**src/rtl/neuron_scheduler.sv**
```systemverilog
// Purpose: time-multiplexes one external LIF datapath across N_NEURONS neurons, holding weights, potentials, spike flags and globals.
// Latency: a step accepted at edge k evaluates one neuron per cycle in k+1..k+N; spikes_valid pulses in cycle k+N+1.
// Backpressure: cfg_ready/step_ready are low throughout EVAL; config wins over a simultaneous step request in IDLE.
module neuron_scheduler #(
  parameter int n_stage   = 2,
  parameter int N_NEURONS = 4
) (
  input  logic                     clk,
  input  logic                     rst_n,
  input  logic                     cfg_valid,
  output logic                     cfg_ready,
  input  logic [3:0]               cfg_addr,
  input  logic [7:0]               cfg_data,
  input  logic                     step_valid,
  output logic                     step_ready,
  input  logic [(2**n_stage)-1:0]  x,
  output logic [N_NEURONS-1:0]     spikes,
  output logic [3:0]               spike_count,
  output logic                     spikes_valid,
  output logic                     busy,
  output logic [(2**n_stage)-1:0]  dp_w,
  output logic [(2**n_stage)-1:0]  dp_x,
  output logic [2:0]               dp_shift,
  output logic [n_stage+1:0]       dp_previus_u,
  output logic [n_stage+1:0]       dp_minus_teta,
  output logic                     dp_was_spike,
  input  logic [n_stage+1:0]       dp_u_out,
  input  logic                     dp_is_spike
);

  localparam int W  = 2**n_stage;
  localparam int U  = n_stage + 2;
  localparam int IW = 3;

  localparam logic S_IDLE = 1'b0;
  localparam logic S_EVAL = 1'b1;

  localparam logic [IW-1:0] LAST_IDX = IW'(N_NEURONS - 1);

  // Architectural state
  logic                 r_state;
  logic [W-1:0]         r_wreg [N_NEURONS];
  logic [U-1:0]         r_ureg [N_NEURONS];
  logic [N_NEURONS-1:0] r_sreg;
  logic [2:0]           r_shift;
  logic [U-1:0]         r_teta;
  logic [W-1:0]         r_x;
  logic [IW-1:0]        r_idx;
  logic [N_NEURONS-1:0] r_acc;
  logic [N_NEURONS-1:0] r_spikes;
  logic [3:0]           r_count;
  logic                 r_spikes_vld;

  // Combinational helpers
  logic                 w_cfg_fire;
  logic                 w_step_fire;
  logic                 w_last;
  logic [W-1:0]         w_cur_w;
  logic [U-1:0]         w_cur_u;
  logic                 w_cur_s;
  logic [N_NEURONS-1:0] w_final;
  logic [3:0]           w_final_cnt;
  logic [15:0]          w_cfg_ext;
  logic [W-1:0]         w_cfg_w;
  logic [U-1:0]         w_cfg_u;
  logic                 w_unused_cfg;

  assign cfg_ready   = (r_state == S_IDLE);
  assign step_ready  = (r_state == S_IDLE) & ~cfg_valid;
  assign busy        = (r_state == S_EVAL);
  assign w_cfg_fire  = cfg_valid & cfg_ready;
  assign w_step_fire = step_valid & step_ready;
  assign w_last      = (r_idx == LAST_IDX);

  // Config data is zero-extended so weight/threshold fields of any width slice cleanly.
  assign w_cfg_ext    = 16'(cfg_data);
  assign w_cfg_w      = w_cfg_ext[W-1:0];
  assign w_cfg_u      = w_cfg_ext[U-1:0];
  assign w_unused_cfg = ^w_cfg_ext;

  assign spikes        = r_spikes;
  assign spike_count   = r_count;
  assign spikes_valid  = r_spikes_vld;
  assign dp_w          = w_cur_w;
  assign dp_previus_u  = w_cur_u;
  assign dp_was_spike  = w_cur_s;
  assign dp_x          = (r_state == S_EVAL) ? r_x : '0;
  assign dp_shift      = r_shift;
  assign dp_minus_teta = r_teta;

  // Select the stored state of the neuron currently addressed by r_idx.
  always_comb begin
    w_cur_w = r_wreg[0];
    w_cur_u = r_ureg[0];
    w_cur_s = r_sreg[0];
    for (int i = 1; i < N_NEURONS; i++) begin
      if (r_idx == IW'(i)) begin
        w_cur_w = r_wreg[i];
        w_cur_u = r_ureg[i];
        w_cur_s = r_sreg[i];
      end
    end
  end

  // Spike vector as it will be after this cycle's neuron lands, plus its popcount.
  always_comb begin
    w_final     = r_acc;
    w_final_cnt = 4'd0;
    for (int i = 0; i < N_NEURONS; i++) begin
      if (r_idx == IW'(i)) begin
        w_final[i] = dp_is_spike;
      end
    end
    for (int i = 0; i < N_NEURONS; i++) begin
      w_final_cnt = w_final_cnt + 4'(w_final[i]);
    end
  end

  // FSM, config writes and per-neuron write-back.
  always_ff @(posedge clk) begin
    if (!rst_n) begin
      r_state      <= S_IDLE;
      r_sreg       <= '0;
      r_shift      <= '0;
      r_teta       <= '0;
      r_x          <= '0;
      r_idx        <= '0;
      r_acc        <= '0;
      r_spikes     <= '0;
      r_count      <= '0;
      r_spikes_vld <= 1'b0;
      for (int i = 0; i < N_NEURONS; i++) begin
        r_wreg[i] <= '0;
        r_ureg[i] <= '0;
      end
    end else begin
      r_spikes_vld <= 1'b0;
      if (r_state == S_IDLE) begin
        if (w_cfg_fire) begin
          // Weight addresses beyond the instantiated neuron count match nothing.
          for (int i = 0; i < N_NEURONS; i++) begin
            if (cfg_addr == 4'(i)) begin
              r_wreg[i] <= w_cfg_w;
            end
          end
          if (cfg_addr == 4'd8) begin
            r_shift <= cfg_data[2:0];
          end
          if (cfg_addr == 4'd9) begin
            r_teta <= w_cfg_u;
          end
          if (cfg_addr == 4'd10) begin
            r_sreg <= '0;
            for (int i = 0; i < N_NEURONS; i++) begin
              r_ureg[i] <= '0;
            end
          end
        end else if (w_step_fire) begin
          r_x     <= x;
          r_idx   <= '0;
          r_acc   <= '0;
          r_state <= S_EVAL;
        end
      end else begin
        for (int i = 0; i < N_NEURONS; i++) begin
          if (r_idx == IW'(i)) begin
            r_ureg[i] <= dp_u_out;
            r_sreg[i] <= dp_is_spike;
            r_acc[i]  <= dp_is_spike;
          end
        end
        if (w_last) begin
          r_spikes     <= w_final;
          r_count      <= w_final_cnt;
          r_spikes_vld <= 1'b1;
          r_idx        <= '0;
          r_state      <= S_IDLE;
        end else begin
          r_idx <= r_idx + IW'(1);
        end
      end
    end
  end

endmodule

```
**config.mk**
```make
export PLATFORM = sky130hd
export DESIGN_NAME = neuron_scheduler
export DESIGN_NICKNAME = d
export VERILOG_FILES = /design/src/rtl/neuron_scheduler.sv
export SDC_FILE = /design/constraint.sdc
export NUM_CORES = 1
export LEC_CHECK = 0
export BUFFER_PORTS_ARGS = -buffer_cell sky130_fd_sc_hd__buf_2
export CAP_MARGIN = 20
export CORE_MARGIN = 2
export CORE_UTILIZATION = 59
export CTS_CLUSTER_SIZE = 12
export DETAILED_ROUTE_END_ITERATION = 10
export PLACE_DENSITY = 0.92
export SYNTH_ARGS = -nofsm -noshare
export SYNTH_HDL_FRONTEND = slang
export SYNTH_SLANG_ARGS = --single-unit
```
**constraint.sdc**
```tcl
create_clock -name clk -period 4.27 [get_ports clk]
set_input_delay 0.427 -clock clk [delete_from_list [all_inputs] [get_ports clk]]
set_output_delay 0.427 -clock clk [all_outputs]
set_load 0.03 [all_outputs]
```
==> run_results.csv <==
group,metric,value,unit
placement,hpwl,4.746,mm
cts,count_of_hold_fix_buffers_inserted_at_cts,0,
sta,unrepaired_setup_endpoints_after_global_routing,"false",
floorplanning,dieHeight,75.67,um
logic_synthesis,synth_top_cells_by_area,"sky130_fd_sc_hd__edfxtp_1 (28%), sky130_fd_sc_hd__dfxtp_1 (23%), sky130_fd_sc_hd__nand2_1 (4.1%)",
sta,period_share,69.13,%
worst_hold_path,worst_hold_path_type,"input port to flip-flop",
logic_synthesis,synthesis.area_per_instance,9.744,um2
global_routing,grt_first_pass_wirelength,10.85,mm
drt,drc,0,
logic_synthesis,synth-edff-count,28,
finish,multi_input_gate_area_in_the_final_layout,1361,um2
finish,layout-area-overhead-vs-synth,14.37,%
worst_setup_path,critPathCaptureType,"primary output",
placement,port_buffers,51,
power,power.leakage,1.371,nW
logic_synthesis,synth_top_area_cell,"sky130_fd_sc_hd__edfxtp_1",
finish,finish.utilization,68.73,%
logic_synthesis,yosys_warns,0,
sta,worst_pin_slew,929.0,ps
sta,setup_total_negative_slack,0,ps
worst_setup_path,worstSetupStartpoint,"r_idx[0]$_SDFFE_PN0P_",
floorplanning,die_x,75.67,um
finish,final_layout_size_suffix_gt1_share,20.67,%
worst_setup_path,path_max_fanout,22,
worst_setup_path,reg2reg_from,"r_idx[1]$_SDFFE_PN0P_",
drt,first_iter_violations,206,
cts,cts_made_buffers,9,
power,totalPowerFinal,1.289,mW
power,cellPowerDensity,371.9,nW/um2
job,max_cap_viol_count,0,
logic_synthesis,mappedNetlistNets,343,
cts,cts.repair_timing.setup_buffer_count,0,
worst_setup_path,rrSetupSlack,1510,ps
sta,timing_hold_violations_final,0,
drt,drt_pass1_iterations,4,
finish,seq_area,1541,um2
global_routing,initial_antenna_violation_count,0,
sta,slew_violations,0,
sta,min_period,2952,ps
global_routing,groute.usage.overall,25.90,%
finish,fin_nets,386,
logic_synthesis,synth_flop_cell,"sky130_fd_sc_hd__dfxtp_1",
sta,final.setup_skew,4.619,ps
power,vdd_drop_max,0.2326,mV
worst_setup_path,timing.critical_path.from_type,"flip-flop",
cts,path_clk_slew,60,ps
finish,post_layout_instance_area,3466,um2
placement,place.gp.congestion,0.8660,
sta,fin_hold_ws,340.3,ps
placement,dpl.cell_count,413,
logic_synthesis,ffs_w_async_s_r_synth,0,%
finish,post_layout_nonfiller_instances,428,
cts,htree_num_levels,3,
drt,vias,2540,
logic_synthesis,synth_sequential_area_ratio,50.87,%
worst_setup_path,worstSetupPathType,"flip-flop to primary output",
cts,clock_latency,330,ps
logic_synthesis,post-synth-top-count-cell,"sky130_fd_sc_hd__dfxtp_1",
global_routing,first_global_vias,2289,
logic_synthesis,area_fraction_of_the_dominant_cell_type_after_synthesis,27.75,%
drt,drt_wl_total,6.934,mm
logic_synthesis,synth.cell_area,3030,um2
floorplanning,boundary_pins,57,
sta,slew_headroom,37.98,%
finish,num_antenna_cells,0,
sta,report.final.setup_viol,0,
sta,worst_slack,1318,ps
worst_setup_path,cp_data_arrival_time,2520,ps
global_routing,grt_start_max_net_pins,36,
logic_synthesis,count_of_mapped_cells_out_of_synthesis,311,
worst_setup_path,cp.required,3840,ps
sta,achievable_clock_frequency,338.8,MHz
cts,tritoncts_num_sinks,63,
floorplanning,initial_core_util,60.10,%
cts,cts_tree,"done",
placement,placedInstanceArea,3283,um2
finish,fillers,376,
logic_synthesis,synth_cell_types,42,
floorplanning,dieArea,5725,um2
cts,ctsLongestPathBuffers,2,
global_routing,globalRoute.totalOverflow,0,
floorplanning,num_rows,26,
logic_synthesis,synth_cell_count_leaders,"sky130_fd_sc_hd__dfxtp_1 (35), sky130_fd_sc_hd__nand2_1 (33), sky130_fd_sc_hd__edfxtp_1 (28), sky130_fd_sc_hd__nor2_1 (28), sky130_fd_sc_hd__a21oi_1 (22)",
logic_synthesis,ys_ff_latch,63,
floorplanning,placeable_core_region,5042,um2
worst_hold_path,holdCritStartpoint,"x[1]",
placement,dp_worst_setup_slack,1513,ps
cts,post_cts.resized_instances,0,
drt,drt.antenna.violating_nets,0,
cts,clock_tree.root_cell,"sky130_fd_sc_hd__clkbuf_8",
drt,average_wire_per_cell_in_the_routed_design,16.20,um
drt,route.detailed.vias_per_inst,5.935,
outcome,result_of_the_run,"finished clean",
==> registers in the layout (all words and copies together) (netlist names), 3 cells and up <==
register,cells
spikes,4
r_ureg,16
r_acc,4
r_sreg,4
r_idx,3
dp_minus_teta,4
r_x,4
dp_shift,3
spike_count,3
r_wreg,16
==> logic make-up after synthesis <==
group	count (synthesis)	synth area share (%)
simple gates	129	22.59
buf+inv	29	4.211
mux	14	4.748
flops	63	50.87
fa+ha+maj	7	3.138
compound gates	68	14.33
other cells	1	0.1237
==> final cells by class <==
| cell class | instances | share of cell area, % |
|---|---|---|
| clock buffers | 13 | 4.296 |
| clock inverters | 2 | 0.9747 |
| flip-flops and latches | 63 | 44.48 |
| multi-input cells | 219 | 39.28 |
| inverters | 10 | 1.083 |
| well taps | 70 | 2.527 |
| repair buffers | 51 | 7.365 |
==> cell usage in the layout, fill, tap and decap left out, types with 2 or more instances in the layout <==
cell type	count
sky130_fd_sc_hd__a21oi_1	22
sky130_fd_sc_hd__a221oi_1	8
sky130_fd_sc_hd__a31oi_1	3
sky130_fd_sc_hd__and2_1	17
sky130_fd_sc_hd__buf_2	51
sky130_fd_sc_hd__clkbuf_1	3
sky130_fd_sc_hd__clkbuf_8	10
sky130_fd_sc_hd__clkinv_1	2
sky130_fd_sc_hd__dfxtp_1	35
sky130_fd_sc_hd__edfxtp_1	28
sky130_fd_sc_hd__ha_1	6
sky130_fd_sc_hd__inv_1	8
sky130_fd_sc_hd__mux2_2	3
sky130_fd_sc_hd__mux2i_1	11
sky130_fd_sc_hd__nand2_1	33
sky130_fd_sc_hd__nand2b_1	5
sky130_fd_sc_hd__nand3_1	20
sky130_fd_sc_hd__nand3b_1	4
sky130_fd_sc_hd__nand4_1	2
sky130_fd_sc_hd__nor2_1	28
sky130_fd_sc_hd__nor2b_1	4
sky130_fd_sc_hd__nor3b_1	8
sky130_fd_sc_hd__nor3b_2	2
sky130_fd_sc_hd__o211ai_1	6
sky130_fd_sc_hd__o21ai_0	10
sky130_fd_sc_hd__o21ba_2	3
sky130_fd_sc_hd__o22ai_1	12
==> per-layer routing <==
layer	vias to the layer above	GRT usage (%)	share of wire, %
met5	-	0	0
met1	1205	35.51	42
li1	1203	-	-
met2	117	40.00	49
met3	15	5.688	7.2
met4	0	10.92	1.8
==> worst paths after layout <==
check	cells after the start	end
min	3	r_x[1]$_SDFFE_PN0P_
max	6	dp_w[0]
max reg2reg	9	spike_count[1]$_SDFFE_PN0N_
min reg2reg	2	dp_minus_teta[2]$_SDFFE_PN0P_
==> power by group <==
group	switching [mW]	internal (mW)
combinational	0.0931	0.0458
clock	0.208	0.281
sequential	0.0131	0.648
==> critical path, cell delays in order (launching register included) <==
cell	delay (ps)
sky130_fd_sc_hd__dfxtp_1	380
sky130_fd_sc_hd__inv_1	100
sky130_fd_sc_hd__ha_1	480
sky130_fd_sc_hd__nor3b_2	610
sky130_fd_sc_hd__a221oi_1	170
sky130_fd_sc_hd__a21oi_1	220
sky130_fd_sc_hd__buf_2	220
Note: power is estimated with default switching activity, not from simulation.
